File: config.mk
export PLATFORM = sky130hd
export DESIGN_NAME = piso_serializer_flat
export DESIGN_NICKNAME = d
export VERILOG_FILES = /design/src/rtl/piso_serializer_if.sv /design/src/rtl/piso_serializer.sv /design/src/flat_wrapper.sv
export SDC_FILE = /design/constraint.sdc
export NUM_CORES = 1
export LEC_CHECK = 0
export ABC_AREA = 1
export BUFFER_PORTS_ARGS = -buffer_cell sky130_fd_sc_hd__buf_2
export CAP_MARGIN = 40
export CORE_UTILIZATION = 50
export DETAILED_ROUTE_END_ITERATION = 8
export HOLD_SLACK_MARGIN = 0.06
export PLACE_DENSITY = 0.75
export RECOVER_POWER = 50
export SKIP_LAST_GASP = 1
export SLEW_MARGIN = 20
export SYNTH_ARGS = -nofsm -noshare
export SYNTH_HDL_FRONTEND = slang
export SYNTH_SLANG_ARGS = --single-unit
export TNS_END_PERCENT = 100
File: constraint.sdc
create_clock -name clk -period 2.99 [get_ports clk]
set_clock_uncertainty 0.1 [all_clocks]
set_input_delay 0.299 -clock clk [delete_from_list [all_inputs] [get_ports clk]]
set_output_delay 0.299 -clock clk [all_outputs]
set_load 0.02 [all_outputs]
File: src/rtl/piso_serializer_if.sv
// Load handshake and serial output bundle for piso_serializer.
interface piso_serializer_if #(
    parameter int unsigned WIDTH = 8
);
    logic             load_valid;
    logic             load_ready;
    logic [WIDTH-1:0] pdata;
    logic             shift_en;
    logic             sout;
    logic             sout_valid;
    logic             sout_last;
    logic             busy;
    logic             done;

    // Producer / consumer side: offers words and paces the serial stream.
    modport master (
        output load_valid,
        output pdata,
        output shift_en,
        input  load_ready,
        input  sout,
        input  sout_valid,
        input  sout_last,
        input  busy,
        input  done
    );

    // Serializer side.
    modport slave (
        input  load_valid,
        input  pdata,
        input  shift_en,
        output load_ready,
        output sout,
        output sout_valid,
        output sout_last,
        output busy,
        output done
    );
endinterface

File: src/rtl/piso_serializer.sv
// Parallel-in serial-out serializer: accepts a WIDTH-bit word over a
// valid/ready handshake and streams it out one bit per enabled cycle,
// flagging the last bit and pulsing done after it is consumed.
module piso_serializer #(
    parameter int unsigned WIDTH     = 8,
    parameter bit          MSB_FIRST = 1'b1
) (
    input logic             clk,
    input logic             rst,
    piso_serializer_if.slave bus
);
    localparam int unsigned CW = $clog2(WIDTH);

    typedef enum logic {
        IDLE  = 1'b0,
        SHIFT = 1'b1
    } state_t;

    state_t           state;
    state_t           state_next;
    logic [WIDTH-1:0] shreg;
    logic [WIDTH-1:0] shifted;
    logic [CW-1:0]    cnt;
    logic             done_q;
    logic             last_bit;
    logic             last_taken;
    logic             ready;
    logic             accept;

    // Handshake decode: a reload is only possible as the last bit leaves.
    always_comb begin
        last_bit   = (state == SHIFT) && (cnt == '0);
        last_taken = last_bit && bus.shift_en;
        ready      = (state == IDLE) || last_taken;
        accept     = bus.load_valid && ready;
    end

    // Shift toward the output end, zero-filling behind.
    always_comb begin
        if (MSB_FIRST) begin
            shifted = {shreg[WIDTH-2:0], 1'b0};
        end else begin
            shifted = {1'b0, shreg[WIDTH-1:1]};
        end
    end

    // State register.
    always_ff @(posedge clk or posedge rst) begin
        if (rst) begin
            state <= IDLE;
        end else begin
            state <= state_next;
        end
    end

    // Next-state logic.
    always_comb begin
        state_next = state;
        unique case (state)
            IDLE:  if (accept) state_next = SHIFT;
            SHIFT: if (last_taken) state_next = accept ? SHIFT : IDLE;
            default: state_next = IDLE;
        endcase
    end

    // Datapath: load-or-shift selection, remaining-bit counter, done flag.
    always_ff @(posedge clk or posedge rst) begin
        if (rst) begin
            shreg  <= '0;
            cnt    <= '0;
            done_q <= 1'b0;
        end else begin
            done_q <= last_taken;
            if (accept) begin
                shreg <= bus.pdata;
                cnt   <= CW'(WIDTH - 1);
            end else if ((state == SHIFT) && bus.shift_en) begin
                shreg <= shifted;
                if (cnt != '0) begin
                    cnt <= cnt - CW'(1);
                end
            end
        end
    end

    // Output decode.
    always_comb begin
        bus.load_ready = ready;
        bus.sout       = MSB_FIRST ? shreg[WIDTH-1] : shreg[0];
        bus.sout_valid = (state == SHIFT);
        bus.busy       = (state == SHIFT);
        bus.sout_last  = last_bit;
        bus.done       = done_q;
    end
endmodule

File: src/flat_wrapper.sv
// flat-port wrapper written by rule: the top's interface ports become plain ports
module piso_serializer_flat 
#(
    parameter int unsigned WIDTH     = 8,
    parameter bit          MSB_FIRST = 1'b1
)
  (clk, rst, bus_load_valid, bus_pdata, bus_shift_en, bus_load_ready, bus_sout, bus_sout_valid, bus_sout_last, bus_busy, bus_done);
  piso_serializer_if #(.WIDTH(WIDTH)) bus_i ();
  input logic clk;
  input logic rst;
  input wire logic [$bits(bus_i.load_valid)-1:0] bus_load_valid;
  input wire logic [$bits(bus_i.pdata)-1:0] bus_pdata;
  input wire logic [$bits(bus_i.shift_en)-1:0] bus_shift_en;
  output wire logic [$bits(bus_i.load_ready)-1:0] bus_load_ready;
  output wire logic [$bits(bus_i.sout)-1:0] bus_sout;
  output wire logic [$bits(bus_i.sout_valid)-1:0] bus_sout_valid;
  output wire logic [$bits(bus_i.sout_last)-1:0] bus_sout_last;
  output wire logic [$bits(bus_i.busy)-1:0] bus_busy;
  output wire logic [$bits(bus_i.done)-1:0] bus_done;
  assign bus_i.load_valid = bus_load_valid;
  assign bus_i.pdata = bus_pdata;
  assign bus_i.shift_en = bus_shift_en;
  assign bus_load_ready = bus_i.load_ready;
  assign bus_sout = bus_i.sout;
  assign bus_sout_valid = bus_i.sout_valid;
  assign bus_sout_last = bus_i.sout_last;
  assign bus_busy = bus_i.busy;
  assign bus_done = bus_i.done;
  piso_serializer #(.WIDTH(WIDTH), .MSB_FIRST(MSB_FIRST)) u_core (.clk(clk), .rst(rst), .bus(bus_i));
endmodule
Word-level counts from Yosys, hierarchy flattened
Index checks and enable logic that the tools add are counted.

word-level totals
  output and inout port bits = 6
  input bits = 12
  flip-flop bits (word level) = 13
  memories = 0
  ROM bits = 0
  RAM bits = 0
  bits in latches = 0
  logic and storage cells = 24

cells by class
  $lt $le $gt $ge = 0
  $mul = 0
  shift-type cells = 0
  equal/unequal tests = 0
  divide/modulo/power cells = 0
  reductions and logical operators = 10
  $add $sub $neg = 1
  bitwise logic cells = 1
  mux-type cells = 8

operators by type and width
  operator             count
  $mux 8               2
  $mux 3               3
  $logic_and 1x1->1    4
  $reduce_bool 2->1    2
  $logic_not 3->1      1
  $reduce_bool 3->1    1
  $sub 3x1->3 const B  1
  $mux 1               2
  $pmux 1 s2           1
  $reduce_and 2->1     1
  $logic_or 1x1->1     1
  $not 1->1            1

Logic depth before layout (Yosys ltp)
  word-level depth = 8
  depth in mapped cells = 10
  mapped depth without buffers = 10

Least setup slack after synthesis
OpenSTA, ideal clock, no wires.

  kind = register -> output
  start point = register u_core.cnt[0]
  end point = output bus_sout_last
  buffers on the path = 0
  setup slack = 1.472 ns
  data required time = 2.591 ns
  stages on the path, launching flop included = 5
  arrival time = 1.119 ns
  path through = dfrtp_1 inv_1 ha_1 inv_1 nor3_1

on the way
  longest elaborated chain between the ends = 2

ends and longest elaborated chain
  element                 line                   text
  from (decl)             piso_serializer.sv:23  logic [CW-1:0] cnt;
  from (signal assigned)  piso_serializer.sv:76  cnt <= CW'(WIDTH - 1);
  from (signal assigned)  piso_serializer.sv:80  cnt <= cnt - CW'(1);
  $logic_not 3->1         piso_serializer.sv:32  last_bit = (state == SHIFT) && (cnt == '0);
  $logic_and 1x1->1       piso_serializer.sv:32
  to (decl)               flat_wrapper.sv:17     output wire logic [$bits(bus_i.sout_last)-1:0] bus_sout_last;

Every way passes these cells.

Worst setup path after layout
  start point = register u_core.cnt[0]
  end point = output bus_load_ready

on the way
  longest elaborated chain between the ends = 4

ends and longest elaborated chain
  element            line                   text
  $logic_not 3->1    piso_serializer.sv:32
  $logic_and 1x1->1  piso_serializer.sv:32
  $logic_and 1x1->1  piso_serializer.sv:33  last_taken = last_bit && bus.shift_en;
  $logic_or 1x1->1   piso_serializer.sv:34  ready = (state == IDLE) || last_taken;
  to (decl)          flat_wrapper.sv:14     output wire logic [$bits(bus_i.load_ready)-1:0] bus_load_ready;

Every way passes these cells.

==> reports/results.ini <==
[sta]
fmax_ghz = 0.5116
rsz0062_at_grt = false
setup_viol_count_final = 0
fin_crit_ns = 1.955
slew_viol_final = 0
hold_viol = 0
tightestPinTransition_ns = 0.4991
hold_ws_ns = 0.1528
slew_headroom_pct = 66.69
tns_ns = 0
period_share_pct = 65.38

[place]
place_congestion = 0.7705
portBuffers = 17
place_hpwl_um = 1011

[synth]
synth_edf_count = 0
yosys.area_share.simple_pct = 31.86
synth_xor_area_share_pct = 0
synth_mux_area_share_pct = 0
synthesis.area_um2 = 734.5
syn_nets = 114
seq_area_frac_synth_pct = 44.29
synthAdderAreaFrac_pct = 3.407
ys.flop_type = dfrtp_1
syn-instance-count = 100
syn_area_per_cell_um2 = 7.345
ys_types = 16
synth_compound_area_share_pct = 3.066
async_reset_ff_share_pct = 100.0
synthesis.yosys.warnings = 0
ys_ff_latch = 13
synth_top_family_by_area = simple AND/OR/NAND/NOR gates

[global_route]
grt_util_all_layers_pct = 20.37
globalRouteOverflowTotal = 0
antenna_found_initial = 0
grt_pass1_wl_um = 2194
first_global_vias = 541
grt_max_degree = 14

[worst_setup_path]
crit_path_end_kind = output pin
critPathLaunchType = register
path_max_fanout = 11
path_cells = inv_1 > ha_1 > inv_1 > nor2_1 > nand2_2 > nand2_2 > buf_2
required_ns = 2.59
crit_type = reg2out
crit_arrival_ns = 1.56
max_stage_delay_ns = 0.39
slowest_stage = dfrtp_1

[clocking]
ctsResizeCount = 0
post-cts-setup-buffers = 0
clockRootBuffer = clkbuf_4
cts_buffers = 3
clkLatencyLatePin_ns = 0.28
htreeDepth = 1
clk_path_buf_depth = 2
cts_tree = built
cts_sinks = 13
postCtsHoldBufs = 1
clk_pin_slew_ns = 0.08

[die]
die_area_um2 = 1626
rows = 13
core_area_um2 = 1334
die_h_um = 40.33
ioPinCount = 18
die_x_um = 40.33
initial_core_util_pct = 55.07

[detailed_routing]
wl_per_cell_um = 10.63
vias_per_cell = 4.805
drt_wl_total_um = 1414
first_pass_iters = 3
drt_iter0_drc = 5
vias = 639
route.detailed.drc = 0
ant_nets = 0

[final_layout]
antenna_cells = 0
area_growth_pct = 13.46
mostFrequentLayoutCells = 28 x nand2_1, 23 x inv_1, 16 x nand3_1
final_common_cell = nand2_1
nets = 133
drive_gt1_share_pct = 19.49

[min_path]
hold_class = in2reg

[power_and_ir_drop]
ir_worst_vdd_uv = 325.2
p_leak_uw = 0.0005252
power_density_nw_per_um2 = 768.2

[run]
cap_violations = 0

[run_status]
status = finished clean

-- final timing paths --
check | startpoint | to | slack [ns] | depth (start not counted)
max reg2reg | u_core.cnt[0]$_DFFE_PP0P_ | u_core.shreg[1]$_DFFE_PP0P_ | 1.30 | 10
max in group asynchronous | rst | u_core.shreg[1]$_DFFE_PP0P_ | 1.96 | 3
min reg2reg | u_core.shreg[3]$_DFFE_PP0P_ | u_core.shreg[3]$_DFFE_PP0P_ | 0.39 | 2
min | bus_pdata[0] | u_core.shreg[0]$_DFFE_PP0P_ | 0.15 | 3
min in group asynchronous | rst | u_core.shreg[3]$_DFFE_PP0P_ | 0.50 | 3
max | u_core.cnt[0]$_DFFE_PP0P_ | bus_load_ready | 1.04 | 7
-- cells by family after synthesis --
family / count (synthesis)
buf+inv: 28
fa+ha+maj: 2
compound gates: 4
simple gates: 53
flops: 13
-- state kept, by name, summed over array words and instances, names as in the netlist --
register and flops:
u_core.bus.busy 1, u_core.bus.done 1, u_core.cnt 3, u_core.shreg 8
-- through the flow --
| stage | area (um2) | utilization, % | setup slack, ns | total power (uW) | cells |
|---|---|---|---|---|---|
| detailed placement | 800.8 | 60.04 | 1.384 | 536.0 | 128 |
| global placement | 800.8 | 60.04 | 1.425 | 519.5 | 128 |
| floorplan | 734.5 | - | 1.472 | 480.6 | 100 |
| global route | 833.3 | 62.48 | 0.9109 | 694.7 | 133 |
| finish | 833.3 | 62.48 | 1.035 | 640.2 | 133 |
| CTS | 838.3 | 62.85 | 1.077 | 647.4 | 133 |
-- cells in the mapped netlist (2+ instances only) --
library cell,number,area share [%]
nand2_2,3,2.6
dfrtp_1,13,44
buf_6,2,3.1
buf_4,2,2.0
a21oi_1,2,1.4
ha_1,2,3.4
nor2_1,3,1.5
nand3_1,16,11
nand2_1,28,14
inv_1,23,12
-- worst max-delay path: cells and delay by family, from the launching register on --
family | cells | cell delay, ns
fa+ha+maj | 1 | 0.15
buf+inv | 3 | 0.35
flops | 1 | 0.39
simple gates | 3 | 0.40
-- final cells by class --
cell class | instances | area (um2)
Multi-Input combinational cell | 59 | 279.0
Sequential cell | 13 | 325.3
Clock buffer | 3 | 22.52
Timing Repair Buffer | 18 | 92.59
Fill cell | 126 | 500.5
Tap cell | 15 | 18.77
Inverter | 24 | 90.09
Clock inverter | 1 | 5.005
-- metal layers --
layer,global-route usage [%],vias up,part of all wire (%),wire length (um)
li1,-,337,-,-
met1,25.26,287,47,666
met2,32.94,11,49,689
met3,3.889,4,2.4,34
met4,10.83,0,1.7,24
met5,0,-,0,0
-- report_power, final --
part | internal (uW) | switching [uW] | total [uW] | leakage [uW]
clock | 49.6 | 62.1 | 112 | 0.0000177
sequential | 242 | 38.0 | 280 | 0.000164
combinational | 88.7 | 160 | 248 | 0.000343
(Power assumes the default switching activity.)
